--- config.mk ---
export PLATFORM = sky130hd
export DESIGN_NAME = xif_cpu_offload_agent
export DESIGN_NICKNAME = d
export VERILOG_FILES = /design/src/rtl/xif_cpu_offload_agent.sv
export SDC_FILE = /design/constraint.sdc
export NUM_CORES = 1
export LEC_CHECK = 0
export ABC_AREA = 0
export BUFFER_PORTS_ARGS = -buffer_cell sky130_fd_sc_hd__buf_2
export CAP_MARGIN = 20
export CELL_PAD_IN_SITES_DETAIL_PLACEMENT = 1
export CELL_PAD_IN_SITES_GLOBAL_PLACEMENT = 2
export CORE_MARGIN = 4
export CORE_UTILIZATION = 22
export DETAILED_ROUTE_END_ITERATION = 10
export PLACE_DENSITY = 0.8
export SYNTH_ARGS = -nofsm -noshare
export SYNTH_HDL_FRONTEND = slang
export SYNTH_SLANG_ARGS = --single-unit
--- constraint.sdc ---
create_clock -name ck -period 4 [get_ports ck]
set_clock_uncertainty 0.1 [all_clocks]
set_input_delay 1 -clock ck [delete_from_list [all_inputs] [get_ports ck]]
set_output_delay 1 -clock ck [all_outputs]
set_load 0.03 [all_outputs]
--- src/rtl/xif_cpu_offload_agent.sv ---
// CPU-side CORE-V-XIF initiator: offloads core instructions over the issue channel,
// tracks writeback IDs in a scoreboard and forwards results to the register-file port.
module xif_cpu_offload_agent #(
  parameter int X_NUM_RS        = 3,
  parameter int X_ID_WIDTH      = 4,
  parameter int X_RFR_WIDTH     = 32,
  parameter int X_RFW_WIDTH     = 32,
  parameter int MAX_OUTSTANDING = 4
) (
  input  logic                            ck,
  input  logic                            rst,
  input  logic                            instr_valid,
  output logic                            instr_ready,
  input  logic [31:0]                     instr,
  input  logic [X_NUM_RS*X_RFR_WIDTH-1:0] instr_rs,
  input  logic [X_NUM_RS-1:0]             instr_rs_valid,
  output logic                            issue_valid,
  input  logic                            issue_ready,
  output logic [31:0]                     issue_instr,
  output logic [1:0]                      issue_mode,
  output logic [X_ID_WIDTH-1:0]           issue_id,
  output logic [X_NUM_RS*X_RFR_WIDTH-1:0] issue_rs,
  output logic [X_NUM_RS-1:0]             issue_rs_valid,
  input  logic                            issue_resp_accept,
  input  logic                            issue_resp_writeback,
  output logic                            offload_done,
  output logic                            offload_accepted,
  input  logic                            result_valid,
  output logic                            result_ready,
  input  logic [X_ID_WIDTH-1:0]           result_id,
  input  logic [X_RFW_WIDTH-1:0]          result_data,
  input  logic [4:0]                      result_rd,
  output logic                            wb_valid,
  input  logic                            wb_ready,
  output logic [4:0]                      wb_rd,
  output logic [X_RFW_WIDTH-1:0]          wb_data,
  output logic [$clog2(MAX_OUTSTANDING+1)-1:0] outstanding,
  output logic                            err_unexpected_id
);

  localparam int OW  = $clog2(MAX_OUTSTANDING + 1);
  localparam int NID = 2 ** X_ID_WIDTH;
  localparam logic [OW-1:0] MAX_OUT = OW'(MAX_OUTSTANDING);
  localparam logic [0:0] IDLE  = 1'b0;
  localparam logic [0:0] ISSUE = 1'b1;

  logic [0:0]                      state_r, state_nxt;
  logic [X_ID_WIDTH-1:0]           next_id_r, next_id_nxt;
  logic [NID-1:0]                  scoreboard_r, scoreboard_nxt;
  logic [OW-1:0]                   outstanding_r, outstanding_nxt;
  logic                            instr_ready_r, instr_ready_nxt;
  logic                            issue_valid_r;
  logic [31:0]                     issue_instr_r;
  logic [X_ID_WIDTH-1:0]           issue_id_r;
  logic [X_NUM_RS*X_RFR_WIDTH-1:0] issue_rs_r;
  logic [X_NUM_RS-1:0]             issue_rs_valid_r;
  logic                            offload_done_r;
  logic                            offload_accepted_r;
  logic                            wb_valid_r;
  logic [4:0]                      wb_rd_r;
  logic [X_RFW_WIDTH-1:0]          wb_data_r;
  logic                            err_r;

  logic capture, issue_hs, result_hs, result_hit, sb_set, sb_clr;

  assign capture    = instr_valid && instr_ready_r;
  assign issue_hs   = issue_valid_r && issue_ready;
  assign result_ready = !wb_valid_r || wb_ready;
  assign result_hs  = result_valid && result_ready;
  assign result_hit = scoreboard_r[result_id];
  assign sb_set     = issue_hs && issue_resp_accept && issue_resp_writeback;
  assign sb_clr     = result_hs && result_hit;

  // Next-state view; instr_ready is registered from it so a freed slot is usable the following cycle.
  always_comb begin
    state_nxt       = state_r;
    next_id_nxt     = next_id_r;
    scoreboard_nxt  = scoreboard_r;
    outstanding_nxt = outstanding_r;
    case (state_r)
      IDLE: begin
        if (capture) state_nxt = ISSUE;
        else         state_nxt = IDLE;
      end
      ISSUE: begin
        if (issue_hs) begin
          state_nxt = IDLE;
          if (issue_resp_accept) next_id_nxt = next_id_r + X_ID_WIDTH'(1);
          else                   next_id_nxt = next_id_r;
        end else begin
          state_nxt = ISSUE;
        end
      end
      default: state_nxt = IDLE;
    endcase
    if (sb_set) scoreboard_nxt[issue_id_r] = 1'b1;
    else        scoreboard_nxt = scoreboard_nxt;
    if (sb_clr) scoreboard_nxt[result_id] = 1'b0;
    else        scoreboard_nxt = scoreboard_nxt;
    case ({sb_set, sb_clr})
      2'b10:   outstanding_nxt = outstanding_r + OW'(1);
      2'b01:   outstanding_nxt = outstanding_r - OW'(1);
      default: outstanding_nxt = outstanding_r;
    endcase
    instr_ready_nxt = (state_nxt == IDLE) && (outstanding_nxt < MAX_OUT) &&
                      !scoreboard_nxt[next_id_nxt];
  end

  always_ff @(posedge ck) begin
    if (rst) begin
      state_r            <= IDLE;
      next_id_r          <= '0;
      scoreboard_r       <= '0;
      outstanding_r      <= '0;
      instr_ready_r      <= 1'b0;
      issue_valid_r      <= 1'b0;
      issue_instr_r      <= 32'h0;
      issue_id_r         <= '0;
      issue_rs_r         <= '0;
      issue_rs_valid_r   <= '0;
      offload_done_r     <= 1'b0;
      offload_accepted_r <= 1'b0;
      wb_valid_r         <= 1'b0;
      wb_rd_r            <= 5'd0;
      wb_data_r          <= '0;
      err_r              <= 1'b0;
    end else begin
      state_r            <= state_nxt;
      next_id_r          <= next_id_nxt;
      scoreboard_r       <= scoreboard_nxt;
      outstanding_r      <= outstanding_nxt;
      instr_ready_r      <= instr_ready_nxt;
      offload_done_r     <= issue_hs;
      offload_accepted_r <= issue_hs && issue_resp_accept;
      err_r              <= result_hs && !result_hit;
      if (capture) begin
        issue_valid_r    <= 1'b1;
        issue_instr_r    <= instr;
        issue_id_r       <= next_id_r;
        issue_rs_r       <= instr_rs;
        issue_rs_valid_r <= instr_rs_valid;
      end else if (issue_hs) begin
        issue_valid_r    <= 1'b0;
      end else begin
        issue_valid_r    <= issue_valid_r;
      end
      // A new result may replace the write being retired in the same cycle.
      if (sb_clr) begin
        wb_valid_r <= 1'b1;
        wb_rd_r    <= result_rd;
        wb_data_r  <= result_data;
      end else if (wb_ready) begin
        wb_valid_r <= 1'b0;
      end else begin
        wb_valid_r <= wb_valid_r;
      end
    end
  end

  assign instr_ready       = instr_ready_r;
  assign issue_valid       = issue_valid_r;
  assign issue_instr       = issue_instr_r;
  assign issue_mode        = 2'b11;
  assign issue_id          = issue_id_r;
  assign issue_rs          = issue_rs_r;
  assign issue_rs_valid    = issue_rs_valid_r;
  assign offload_done      = offload_done_r;
  assign offload_accepted  = offload_accepted_r;
  assign wb_valid          = wb_valid_r;
  assign wb_rd             = wb_rd_r;
  assign wb_data           = wb_data_r;
  assign outstanding       = outstanding_r;
  assign err_unexpected_id = err_r;

endmodule

### Word level (Yosys, flattened, before mapping)

Index checks and enable logic that the tools add are counted.

| word-level totals | value |
|---|---|
| bits in writable memories | 0 |
| ROM bits | 0 |
| flip-flop bits (word level) | 202 |
| bits in latches | 0 |
| output and inout port bits | 184 |
| memories kept | 0 |

| operators by class | value |
|---|---|
| shift operators | 0 |
| equal/unequal tests | 2 |
| div/mod/pow operators | 0 |
| magnitude comparators | 6 |
| bitwise operators | 5 |
| reduce and logical (&&, ||, !) cells | 17 |
| multiplexer cells | 21 |
| multipliers | 0 |
| add/sub/neg operators | 3 |

Operator list:

| operator | count |
|---|---|
| 16-bit two-way mux | 2 |
| 16-bit bitwise AND | 1 |
| 16-bit NOT | 1 |
| 16-bit bitwise OR | 1 |
| 4-bit by 5-bit less-than comparator with 1-bit output, second input constant | 3 |
| 4-bit two-way mux | 3 |
| 1-bit logical AND | 11 |
| 1-bit two-way mux | 10 |
| 1-bit binary-select mux with 4-bit select | 2 |
| 1-bit demux with 4-bit select | 2 |
| 4-bit by 1-bit >= comparator with 1-bit output, second input constant | 2 |
| 3-bit case mux with 2 select lines | 1 |
| 4-bit by 1-bit adder with 4-bit output, second input constant | 1 |
| 2-bit nonzero test | 2 |
| 3-bit by 1-bit adder with 3-bit output, second input constant | 1 |
| 1-bit logical NOT | 3 |
| 3-bit less-than comparator, second input constant | 1 |
| 3-bit by 1-bit subtractor with 3-bit output, second input constant | 1 |
| 2-bit by 1-bit equality test with 1-bit output, second input constant | 1 |
| 2-bit equality test, second input constant | 1 |
| 1-bit NOT | 2 |
| 1-bit case mux with 2 select lines | 1 |
| 1-bit logical OR | 1 |

### Longest topological paths before layout

| logic depth | value |
|---|---|
| depth after elaboration | 12 |
| mapped depth | 14 |
| gate-level depth less buffers | 11 |

### Worst setup path before layout

No wires, ideal clock.

| timing | value |
|---|---|
| kind | input to register |
| start | in result_id[0] |
| end | reg instr_ready_r (netlist: instr_ready) |
| setup slack | -0.021 ns |
| arrival time | 3.818 ns |
| path buffers | 2 |
| cell stages on the path | 13 |
| data required time | 3.797 ns |
| path through | buf_6 -> mux4_2 -> mux4_2 -> nand3_2 -> inv_2 -> clkbuf_1 -> ha_1 -> fa_1 -> xnor2_1 -> nor2_1 -> xnor2_1 -> nand3b_1 -> a2111oi_2 |

| on the way | value |
|---|---|
| elaborated cells on any way between the ends | 20 |
| classes of those cells | order compare: 3; eq/ne: 2; mux: 8; bitwise: 2; reduce/logical: 5 |

RTL lines:

| item | line | text |
|---|---|---|
| from (decl) | 30 | `input logic [X_ID_WIDTH-1:0] result_id,` |
| 1-bit binary-select mux with 4-bit select * | 70 | `assign result_hit = scoreboard_r[result_id];` |
| 1-bit two-way mux (implied by the code) * | 70 |  |
| 1-bit logical AND * | 72 | `assign sb_clr = result_hs && result_hit;` |
| named net sb_clr | 64 | `logic capture, issue_hs, result_hs, result_hit, sb_set, sb_clr;` |
| 2-bit by 1-bit equality test with 1-bit output (tied with other cells) | 100 | `case ({sb_set, sb_clr})` |
| 3-bit case mux with 2 select lines / 1-bit binary-select mux with 4-bit select (equally long branches) | 100, 106 |  |
| 3-bit less-than comparator / 1-bit two-way mux (equally long branches) | 105, 106 |  |
| 1-bit logical AND / 1-bit logical NOT (equally long branches) | 105, 106 |  |
| 1-bit logical AND * | 105 | `instr_ready_nxt = (state_nxt == IDLE) && (outstanding_nxt < MAX_OUT) &&` |
| to (signal assigned) | 132 | `instr_ready_r <= instr_ready_nxt;` |
| to (decl) | 51 | `logic instr_ready_r, instr_ready_nxt;` |

Mark *: on every way through the listed nets, which the timed path passes. The rest lies on a longest branch. The select of a mux whose other input is x is not followed.
A chain may end at the register's enable or synchronous reset.

### Final worst setup path

| timing | value |
|---|---|
| start | in result_id[0] |
| end | reg instr_ready_r (netlist: instr_ready) |

| on the way | value |
|---|---|
| word-level cells in the longest chain between the ends | 11 |
| elaborated cells on any way between the ends | 20 |
| classes of those cells | order compare: 3; eq/ne: 2; mux: 8; bitwise: 2; reduce/logical: 5 |

RTL lines:

| item | line | text |
|---|---|---|
| 4-bit by 5-bit less-than comparator with 1-bit output (implied by the code) / 4-bit by 1-bit >= comparator with 1-bit output (equally long branches) | 98 | `if (sb_clr) scoreboard_nxt[result_id] = 1'b0;` |
| 1-bit logical AND (implied by the code) | 98 |  |
| 1-bit two-way mux (implied by the code) | 98 |  |
| 1-bit demux with 4-bit select | 98 |  |
| 16-bit NOT (no line) | -- |  |
| 16-bit bitwise AND (no line) | -- |  |
| 16-bit two-way mux | 98 |  |
| 1-bit binary-select mux with 4-bit select | 106 | `!scoreboard_nxt[next_id_nxt];` |
| 1-bit two-way mux (implied by the code) | 106 |  |
| 1-bit logical NOT | 106 |  |
| 1-bit logical AND * | 105 |  |

Every way passes the cells marked *; elsewhere a longest branch is shown, timed or not. The select of a mux whose other input is x is not followed.

==> results.md <==
- Status: completed
- Dpl ws: -0.0459 ns
- Final WS setup: 0.450 ns
- Leakage power total: 4.58 nW
- Worst Tran Pin Value: 0.837 ns
- Hold_buf cts: 0
- H-tree depth: 1
- Die area: 37200 um^2
- Vias per cell: 4.40
- Net Sw Frac: 0.271
- Post-DP HPWL: 19.9 mm
- Post-CTS Resized: 0
- Finished Core Util: 0.312
- Startpoint types: input port
- Worst endpoint required time: 4.31 ns
- Ys Warns: 0
- Largest stage delay, worst path: 0.52 ns
- RSZ-0062 raised after global routing: no
- Minimum clock period: 3.55 ns
- Worst vdd ir: 254 uV
- Drt first pass iters: 4
- Global-route wire length before repair: 41.8 mm
- Largest net degree at the start of global routing: 76
- Slowest stage cell, crit path: mux4_2
- Clk root buf: clkbuf_16
- Starting Density: 0.224
- Gate power share: 0.117
- Initial antenna violation count: 2
- Setup-failing EPs final: 0
- Switching pwr: 1.29 mW
- IO Port Bufs: 361
- Post-Syn Area: 7530 um^2
- Post-CTS Setup Bufs: 0
- Synthesized flop and latch total: 202
- GP Congestion: 0.799
- Fin. Hold Viols: 0
- Clock Path Buffers: 3
- Clk slew on worst S/H paths: 0.06 ns
- Die Y-Extent: 193 um
- Vias in the first global route: 7656
- CP Capture Type: flop
- TritonCTS clock tree: built
- Row Count: 67
- Gr usage total: 0.138
- Share of post-route cells with drive strength above 1: 0.342
- Wirelength per Cell: 16.1 um
- Worst hold-check path type: flop to flop
- GRT overflow: 0
- Routed Antenna Nets: 0
- Worst-path cell chain: buf_2 -> mux4_2 -> mux4_2 -> nand3_2 -> inv_2 -> ha_2 -> fa_1 -> xnor2_1 -> nor2_1 -> xnor2_1 -> nand3b_1 -> a2111oi_2
- Die width: 193 um
- CORE AREA: 33600 um^2
- Worst skew pair latency: 0.51 ns
- Syn Area/Cell: 8.16 um^2
- Pint: 3.47 mW
- Total CTS buffers: 25
- Iteration-0 DRC Markers: 233
- Worst path top cell family by delay: multiplexers
- Part of the power in registers: 0.447
- PD cells: 453 nW/um^2
- Final net count: 1439
- Crit path kind: input port to flop
- Total of max-cap violations: 0
- WP buf/inv: 2
- Final wirelength: 27.8 mm
- Worst slew margin: 0.442
- Syn Inst Count: 922
- Fin crit share: 0.887
- Clk sink count: 202
- Seq/Total Area, Yosys: 0.537
- Io pins: 364
- Via count: 7584
- Max-slew violations: 0
- Layout area overhead: 39.4%
- Clock network power share: 0.437
- Crit Path Max Fanout: 6
- F_max: 282 MHz
- Distinct cells, synth: 42
- Worst EP arrival: 3.86 ns
- DR DRC count: 0
==> cells by family after synthesis <==
family / count (synthesis) / synth area share
buffers and inverters: 74 / 0.0429
other: 1 / 0.000498
xor gates and xnor gates: 6 / 0.00798
AOI/OAI and AO/OA: 216 / 0.160
and+or+nand+nor: 408 / 0.217
DFF: 202 / 0.537
muxes: 12 / 0.0279
adders and majority gates: 3 / 0.00598
==> power groups by stage <==
| stage | Clock (mW) | Combinational, mW | Sequential, mW |
|---|---|---|---|
| 3_3_place_gp | 0 | 0.561 | 2.16 |
| 5_1_grt | 2.26 | 0.610 | 2.13 |
| 6_report | 2.08 | 0.554 | 2.12 |
| 3_5_place_dp | 0 | 0.567 | 2.17 |
| 4_1_cts | 2.17 | 0.568 | 2.12 |
| 2_1_floorplan | 0 | 0.182 | 2.31 |
==> sequential cells by signal, summed over array words and instances, names as in the netlist, 3 cells and up <==
name,count
wb_data,32
next_id_r,4
scoreboard_r,16
wb_rd,5
outstanding,3
issue_id,4
issue_rs_valid,3
issue_instr,32
issue_rs,96
==> placed cells by master, fill, tap and decap left out, drive strengths merged, types with 5 or more instances in the layout <==
| cell type | instances |
|---|---|
| a21oi | 179 |
| buf | 374 |
| clkbuf | 35 |
| clkinv | 8 |
| dfxtp | 202 |
| inv | 7 |
| mux4 | 7 |
| nand2 | 349 |
| nand2b | 7 |
| nand3 | 5 |
| nand3b | 5 |
| nor2 | 26 |
| o31a | 11 |
| o31ai | 14 |
==> Yosys cell counts, drive strengths merged <==
master | n | area, um^2
nand2 | 349 | 1310
dfxtp | 202 | 4040
a21oi | 179 | 896
clkbuf | 50 | 188
nor2 | 26 | 97.6
buf | 18 | 113
o31ai | 14 | 105
o31a | 11 | 96.3
mux4 | 7 | 158
nand2b | 7 | 43.8
inv | 6 | 22.5
nand3 | 5 | 30.0
nand3b | 5 | 37.5
o41ai | 4 | 35.0
or3 | 4 | 30.0
xnor2 | 4 | 35.0
mux2i | 3 | 30.0
nor2b | 3 | 18.8
or2 | 3 | 18.8
a2111oi | 2 | 23.8
ha | 2 | 25.0
mux2 | 2 | 22.5
o211ai | 2 | 15.0
o311ai | 2 | 17.5
or3b | 2 | 17.5
xor2 | 2 | 25.0
a21bo | 1 | 10.0
and2 | 1 | 6.26
and4 | 1 | 11.3
conb | 1 | 3.75
fa | 1 | 20.0
nand4 | 1 | 6.26
nor4 | 1 | 6.26
o2111ai | 1 | 8.76
==> worst reg2reg max path, cell delays in order, from the launching register on <==
cell and delay, ns:
dfxtp_1 0.36, mux4_2 0.46, mux4_2 0.49, nand3_2 0.10, inv_2 0.04, ha_2 0.19, fa_1 0.38, xnor2_1 0.18
nor2_1 0.07, xnor2_1 0.22, nand3b_1 0.12, a2111oi_2 0.34
==> area by class of cell <==
class                   count  area (um^2)
fillers                  4145        23100
flip-flops and latches    202         4040
multi-input cells         647         3180
repair buffers            374         1940
clock buffers              35          693
well taps                 448          561
clock inverters             9         52.6
inverters                   6         22.5
diodes                      3         7.51
==> path summary, 6_finish.rpt <==
path,startpoint,to,slack [ns],depth (start not counted)
setup / recovery,result_id[0],instr_ready,0.45,12
hold reg to reg,issue_rs[16],issue_rs[16],0.35,2
setup reg to reg,scoreboard_r[6],instr_ready,0.84,11
hold / removal,issue_rs[16],issue_rs[16],0.35,2
==> through the flow <==
| step | hold slack [ns] | power, mW | TNS (ns) | instance area [um^2] | cells |
|---|---|---|---|---|---|
| floorplan | 0.344 | 2.49 | 0 | 7530 | 923 |
| global placement | 0.338 | 2.72 | 0 | 9740 | 1677 |
| detailed placement | 0.345 | 2.73 | -0.0459 | 9740 | 1677 |
| CTS | 0.353 | 4.86 | 0 | 10500 | 1721 |
| global route | 0.365 | 5.00 | 0 | 10500 | 1722 |
| finish | 0.348 | 4.75 | 0 | 10500 | 1724 |
==> layer usage <==
| layer | track usage | wire length, um | vias to the layer above | share of wire |
|---|---|---|---|---|
| met3 | 0.0567 | 3060 | 40 | 0.11 |
| met5 | 0 | 0 | - | 0 |
| met1 | 0.163 | 11300 | 3549 | 0.41 |
| li1 | - | - | 3707 | - |
| met2 | 0.229 | 12800 | 288 | 0.46 |
| met4 | 0.0408 | 617 | 0 | 0.022 |
Note: power is estimated with default switching activity, not from simulation.
